<file path="src/rtl/mem_arbiter.sv">
// mem_arbiter: N-port arbiter in front of the single memory port.
// Fixed or round-robin selection, bus locking for read-modify-write and an
// optional no-response timeout. Completion is passed back with no added latency.
module mem_arbiter #(
   parameter int unsigned NUM_PORTS = 2,
   parameter int unsigned ADDR_W    = 64,
   parameter int unsigned DATA_W    = 64,
   parameter int unsigned RR_MODE   = 1,
   parameter int unsigned TIMEOUT   = 0
) (
   input  logic                        clk,
   input  logic                        reset_n,
   input  logic [NUM_PORTS*ADDR_W-1:0] req_address,
   input  logic [NUM_PORTS*2-1:0]      req_datasize,
   input  logic [NUM_PORTS-1:0]        req_read,
   input  logic [NUM_PORTS-1:0]        req_write,
   input  logic [NUM_PORTS*DATA_W-1:0] req_writedata,
   input  logic [NUM_PORTS-1:0]        req_lock,
   output logic [DATA_W-1:0]           req_readdata,
   output logic [NUM_PORTS-1:0]        req_done,
   output logic [NUM_PORTS-1:0]        req_err,
   output logic [NUM_PORTS-1:0]        grant,
   output logic [ADDR_W-1:0]           mem_address,
   output logic [1:0]                  mem_datasize,
   output logic                        mem_read,
   output logic                        mem_write,
   output logic [DATA_W-1:0]           mem_writedata,
   input  logic [DATA_W-1:0]           mem_readdata,
   input  logic                        mem_done
);

   localparam int unsigned IdxW = (NUM_PORTS > 1) ? $clog2(NUM_PORTS) : 1;
   localparam int unsigned CntW = (TIMEOUT > 0) ? $clog2(TIMEOUT + 1) : 1;
   localparam logic [CntW-1:0] TimeoutVal = CntW'(TIMEOUT);
   localparam logic [IdxW-1:0] LastInit   = IdxW'(NUM_PORTS - 1);

   typedef enum logic [1:0] {StIdle, StBusy, StLocked} state_e;

   state_e               state_q, state_d;
   logic [NUM_PORTS-1:0] grant_q, grant_d;
   logic [IdxW-1:0]      last_q, last_d;
   logic [CntW-1:0]      cnt_q, cnt_d;

   logic [NUM_PORTS-1:0] req_any;
   logic                 own_read, own_write, own_lock, own_req;
   logic                 win_valid;
   logic [IdxW-1:0]      win_idx;

   assign req_any   = req_read | req_write;
   assign own_read  = |(grant_q & req_read);
   assign own_write = |(grant_q & req_write);
   assign own_lock  = |(grant_q & req_lock);
   assign own_req   = own_read | own_write;
   assign grant     = grant_q;

   // Winner search: from port 0 in fixed mode, from last winner + 1 in round-robin mode.
   always_comb begin
      int unsigned start;
      int unsigned cand;
      win_valid = 1'b0;
      win_idx   = '0;
      start     = (RR_MODE != 0) ? ((32'(last_q) + 32'd1) % NUM_PORTS) : 32'd0;
      for (int unsigned k = 0; k < NUM_PORTS; k++) begin
         cand = (start + k) % NUM_PORTS;
         if (!win_valid && req_any[cand]) begin
            win_valid = 1'b1;
            win_idx   = IdxW'(cand);
         end
      end
   end

   // Route the owner's address, size and write data; zero when nobody holds the grant.
   always_comb begin
      mem_address   = '0;
      mem_datasize  = '0;
      mem_writedata = '0;
      for (int i = 0; i < NUM_PORTS; i++) begin
         if (grant_q[i]) begin
            mem_address   = req_address[i*ADDR_W +: ADDR_W];
            mem_datasize  = req_datasize[i*2 +: 2];
            mem_writedata = req_writedata[i*DATA_W +: DATA_W];
         end
      end
   end

   // Next-state logic plus memory strobes and completion pulses.
   always_comb begin
      state_d      = state_q;
      grant_d      = grant_q;
      last_d       = last_q;
      cnt_d        = cnt_q;
      mem_read     = 1'b0;
      mem_write    = 1'b0;
      req_done     = '0;
      req_err      = '0;
      req_readdata = mem_readdata;
      case (state_q)
         StIdle: begin
            if (win_valid) begin
               grant_d          = '0;
               grant_d[win_idx] = 1'b1;
               last_d           = win_idx;
               cnt_d            = '0;
               state_d          = StBusy;
            end
         end
         StBusy: begin
            if (own_read && own_write) begin
               // Read and write together is rejected without touching memory.
               req_done = grant_q;
               req_err  = grant_q;
               grant_d  = '0;
               state_d  = StIdle;
            end else begin
               mem_read  = own_read;
               mem_write = own_write;
               if (mem_done) begin
                  // A late mem_done on the timeout cycle still counts as success.
                  req_done = grant_q;
                  if (own_lock) begin
                     state_d = StLocked;
                  end else begin
                     grant_d = '0;
                     state_d = StIdle;
                  end
               end else if ((TIMEOUT != 0) && (cnt_q == TimeoutVal)) begin
                  mem_read     = 1'b0;
                  mem_write    = 1'b0;
                  req_done     = grant_q;
                  req_err      = grant_q;
                  req_readdata = '0;
                  grant_d      = '0;
                  state_d      = StIdle;
               end else begin
                  cnt_d = cnt_q + 1'b1;
               end
            end
         end
         StLocked: begin
            // Owner keeps the bus; re-entry to BUSY does not touch last winner.
            if (own_req) begin
               cnt_d   = '0;
               state_d = StBusy;
            end else if (!own_lock) begin
               grant_d = '0;
               state_d = StIdle;
            end
         end
         default: begin
            grant_d = '0;
            state_d = StIdle;
         end
      endcase
   end

   // State registers with asynchronous active-low reset.
   always_ff @(posedge clk or negedge reset_n) begin
      if (!reset_n) begin
         state_q <= StIdle;
         grant_q <= '0;
         last_q  <= LastInit;
         cnt_q   <= '0;
      end else begin
         state_q <= state_d;
         grant_q <= grant_d;
         last_q  <= last_d;
         cnt_q   <= cnt_d;
      end
   end

endmodule

</file>
<file path="config.mk">
export PLATFORM = sky130hd
export DESIGN_NAME = mem_arbiter
export DESIGN_NICKNAME = d
export VERILOG_FILES = /design/src/rtl/mem_arbiter.sv
export SDC_FILE = /design/constraint.sdc
export NUM_CORES = 1
export LEC_CHECK = 0
export BUFFER_PORTS_ARGS = -buffer_cell sky130_fd_sc_hd__buf_2
export CAP_MARGIN = 0
export CORE_AREA = 2 2 209 211
export CTS_BUF_LIST = sky130_fd_sc_hd__clkbuf_4
export CTS_CLUSTER_SIZE = 8
export DETAILED_ROUTE_END_ITERATION = 6
export DIE_AREA = 0 0 211 213
export PLACE_DENSITY = 0.37
export SETUP_SLACK_MARGIN = 0.4
export SLEW_MARGIN = 20
export SYNTH_ARGS = -nofsm -noshare
export SYNTH_HDL_FRONTEND = slang
export SYNTH_SLANG_ARGS = --single-unit
</file>
<file path="constraint.sdc">
create_clock -name clk -period 4.3 [get_ports clk]
set_input_delay 1.29 -clock clk [delete_from_list [all_inputs] [get_ports clk]]
set_output_delay 1.29 -clock clk [all_outputs]
set_load 0.005 [all_outputs]
</file>
Word-level counts from Yosys, hierarchy flattened
Index checks and enable logic that the tools add are counted.
{"block": "op_classes", "addsub": 2, "magnitude_cmp": 4, "n_eq_ne": 6, "n_mux": 38, "n_bitwise": 5, "reduce_logical": 11}
{"cell": "two-way mux 64 bit", "n": 4}
{"cell": "two-way mux 2 bit", "n": 18}
{"cell": "two-way mux 1 bit", "n": 13}
{"cell": "one-hot mux 2 bit (3 select lines)", "n": 2}
{"cell": "AND 2 bit", "n": 3}
{"cell": "< comparator 1 x 2 -> 1 bit, second input constant", "n": 3}
{"cell": "inequality test 3 bit, second input constant", "n": 2}
{"cell": "AND reduction 3 bit", "n": 2}
{"cell": "OR reduction 2 bit", "n": 3}
{"cell": "inequality test 2 bit, second input constant", "n": 2}
{"cell": "logical AND 1 bit", "n": 3}
{"cell": "adder 1 bit, second input constant", "n": 2}
{"cell": "equality test 2 x 1 -> 1 bit, second input constant", "n": 1}
{"cell": "equality test 2 bit, second input constant", "n": 1}
{"cell": "logical NOT 2 bit", "n": 1}
{"cell": "bitwise OR 2 bit", "n": 1}
{"cell": "AND reduction 2 bit", "n": 1}
{"cell": "demux 1 bit (select 1 bit)", "n": 1}
{"cell": "greater-or-equal comparator 1 bit, second input constant", "n": 1}
{"cell": "logical NOT 1 bit", "n": 1}
{"cell": "bitwise OR 1 bit", "n": 1}
{"block": "word_totals", "reg_bits": 5, "inputBits": 333, "out_inout_bits": 202, "wordCells": 69}

Logic depth before layout (Yosys ltp)
{"block": "depth", "depth_word": 13, "ltp_mapped": 6, "mapped_depth_nobuf": 4}

Worst setup path before layout
OpenSTA, ideal clock, no wires.
{"block": "synth_timing", "path_type": "input port to output port", "start": "input port req_write[0]", "end": "output port req_done[0]", "arrival_time_ns": 2.014, "required_time_ns": 3.010, "path_slack_ns": 0.996, "path_stages": 4, "n_path_buf": 0, "path_cell_list": "a22o_2 -> a22oi_1 -> o21a_1 -> a21oi_1"}
{"block": "synth_via", "elab_chain_len": 5}
{"item": "start, declared", "line_no": "16", "text": "input logic [NUM_PORTS-1:0] req_write,"}
{"item": "AND 2 bit", "line_no": "51", "text": "assign own_write = |(grant_q & req_write);"}
{"item": "OR reduction 2 bit", "line_no": "51"}
{"item": "logical AND 1 bit", "line_no": "108", "text": "if (own_read && own_write) begin"}
{"item": "two-way mux 2 bit", "line_no": "108"}
{"item": "two-way mux 2 bit", "line_no": "97", "text": "case (state_q)"}
{"item": "end, declared", "line_no": "20", "text": "output logic [NUM_PORTS-1:0] req_done,"}
No other way between the ends.

Worst setup path in the final report
{"block": "layout_timing", "start": "input port req_write[0]", "end": "output port req_done[1]"}
Same word-level chain as after synthesis.

==> flow_metrics.env <==
export IMPL_grt_usage=0.0632
export IMPL_synth_top_area_share=0.516
export IMPL_grt_ovfl_total=0
export IMPL_grt_max_degree=74
export IMPL_synthDistinctLibCells=31
export IMPL_finalMaxSlewViolations=0
export IMPL_synth_top_family_by_area="compound AO/OA/AOI/OAI gates"
export IMPL_yosysSeqAreaShare=0.0582
export IMPL_initialDrtViolationCount=176
export IMPL_cp_start_kind="input port"
export IMPL_cts_tree="yes"
export IMPL_finalSetupTns_ns=0
export IMPL_syn_nets=607
export IMPL_dp_hpwl_um=14800
export IMPL_synth_compound_area_share=0.598
export IMPL_power_leakage_uw=0.00240
export IMPL_highest_layer="met4"
export IMPL_synthTopCellsByArea="a22o_1 (52%), buf_4 (22%), buf_2 (5.5%)"
export IMPL_fp_row_count=76
export IMPL_rsz0062_at_grt="false"
export IMPL_wl_met1_um=5670
export IMPL_via_count=3657
export IMPL_min_period_ns=3.70
export IMPL_drive_gt1_frac=0.712
export IMPL_synth_top_area_cell="a22o_1"
export IMPL_wl_met3_um=1400
export IMPL_hp_class="flop to flop"
export IMPL_endpoint="req_done[1]"
export IMPL_synth_async_sr_flop_share=1.00
export IMPL_r2r_cells=4
export IMPL_syn_to_final_growth_pct=101
export IMPL_final_net_count=927
export IMPL_clk_path_buf_depth=2
export IMPL_crit_type="input port to output pin"
export IMPL_route_met2_wl_um=8520
export IMPL_synthXorXnorAreaFrac=0
export IMPL_synth_most_common_cell="a22o_1"
export IMPL_r2r_end="grant[0]"
export IMPL_crit_path_end_kind="output pin"
export IMPL_ys_warn_count=0
export IMPL_die_w_um=211
export IMPL_cts_hold_buf=0
export IMPL_drt_drc_violations_left=0
export IMPL_cts_buffers=3
export IMPL_synth_mux_area_fraction=0.00461
export IMPL_cp_max_fo=7
export IMPL_worst_pin_slew_ns=0.848
export IMPL_dieHeight_um=213
export IMPL_wirelength_um=16600
export IMPL_cts_setup_buffers=0
export IMPL_synth_edff_count=0
export IMPL_cp_required_ns=3.01
export IMPL_first_global_vias=3350
export IMPL_synth_seq_cells=5
export IMPL_clock_latency_ns=0.24
export IMPL_hold_ws_ns=0.499
export IMPL_maxCapViolations=0
export IMPL_routabilityCongestion=0.770
export IMPL_regToRegSetupSlack_ns=1.99
export IMPL_firstDrtPassIters=4
export IMPL_netlist_top_cells_count="a22o_1 (128), buf_4 (64), buf_2 (24)"
export IMPL_setup_violations=0
export IMPL_coreArea_mm2=0.0427
export IMPL_avgSynthCellArea_um2=7.92
export IMPL_io_pins=535
export IMPL_p_per_area_mw_per_mm2=419
export IMPL_fmax_mhz=270
export IMPL_synthCells=274
export IMPL_synthFlopType="dfrtp_1"
export IMPL_finalClockSkew_ns=0.00678
export IMPL_wire_per_inst_um=14.5
export IMPL_critPathLaunch="req_write[0]"
export IMPL_ctsHtreeMaxLevel=1
export IMPL_vias_per_cell=3.21
export IMPL_status="finished, final reports clean"
export IMPL_synthAdderAreaFrac=0
export IMPL_synth_simple_area_share=0.0484
export IMPL_ant_nets=0
export IMPL_grt_pass1_wl_um=20500
export IMPL_start_util=0.0508
export IMPL_timing_rr_start="grant[1]"
export IMPL_antenna_found_initial=15
export IMPL_slew_headroom=0.434
export IMPL_root_buffer="clkbuf_4"
export IMPL_cts_resized_gates=0
export IMPL_dieArea_mm2=0.0449
export IMPL_port_buffers=406
export IMPL_vdd_drop_max_v=0.000216
export IMPL_cp_data_arrival_time_ns=2.41
export IMPL_hold_viol=0
export IMPL_synth_cell_area_mm2=0.00217
export IMPL_cts_sinks=5
export IMPL_cts_clk_slew_worst_paths_ns=0.04
export IMPL_fin_crit_sh=0.861
cell usage in the layout (no fill, tap or decap), drive strengths merged:
master   Yosys  layout
a211oi       1       1
a21oi        7       7
o21ai        2       2
nor3         2       2
a311oi       1       1
or2          2       2
or3          1       1
nor2b        1       1
diode        0       2
a221o        2       2
buf         93     409
nand2        6       6
a22o       130     130
dfrtp        4       4
clkbuf       1       4
dfstp        1       1
nand3        1       1
o21a         2       2
inv          2       2
o2111ai      1       1
a22oi        4       4
mux2i        1       1
nor3b        1       1
and3         1       1
a31o         1       1
nand3b       1       1
nor2         5       5
critical path, stage by stage:
cell and delay (ns):
buf_2 0.13, a22o_2 0.25, a22oi_1 0.19, o21a_1 0.31
a21oi_1 0.11, buf_2 0.13
worst min-delay path by stage:
stage	cells past startpoint	slack, ns	from	to
after floorplan	1	0.47	last_q	last_q
after global placement	1	0.49	last_q	last_q
after detailed placement	1	0.50	last_q	last_q
after CTS	1	0.50	last_q	last_q
after global routing	1	0.53	last_q	last_q
final	1	0.50	last_q	last_q
power by group:
group	leakage [µW]	internal, µW	total (µW)	switching [µW]
registers	0.0000598	71.6	192	120
clock network	0.0000184	41.3	59.5	18.2
logic	0.00233	823	1580	752
cell families (layout without fill, tap and decap cells):
logic type / after synthesis / count (layout)
AOI/OAI and AO/OA: 151 / 151
buffers and inverters: 96 / 415
DFF: 5 / 5
muxes: 1 / 1
other: 0 / 2
and+or+nand+nor: 21 / 21
stage by stage:
stage / cells / area, µm² / power, µW / util / worst slack (ns)
after floorplan: 274 / 2170 / 1050 / - / 0.996
after global placement: 1135 / 4320 / 1800 / 0.101 / 0.620
after detailed placement: 1135 / 4320 / 1790 / 0.101 / 0.606
after CTS: 1139 / 4350 / 1850 / 0.102 / 0.604
after global routing: 1141 / 4360 / 2000 / 0.102 / 0.523
final: 1141 / 4360 / 1830 / 0.102 / 0.598
sequential cells by signal, summed over array words and instances (netlist names):
register and flops:
grant 2, state_q 2, last_q 1
routing by layer:
| metal | vias up | track usage |
|---|---|---|
| met5 | - | 0 |
| met4 | 0 | 0.0321 |
| met3 | 76 | 0.0151 |
| met2 | 303 | 0.124 |
| met1 | 1605 | 0.0610 |
| li1 | 1673 | - |
final cells by class:
cell class / count / area, µm²
fill: 4952 / 38300
timing repair buffer: 409 / 2080
multi-input combinational: 173 / 1420
tap: 546 / 683
sequential: 5 / 130
clock buffer: 4 / 30.0
inverter: 2 / 7.51
antenna: 2 / 5.00
Power figures use the tool's default switching activity.
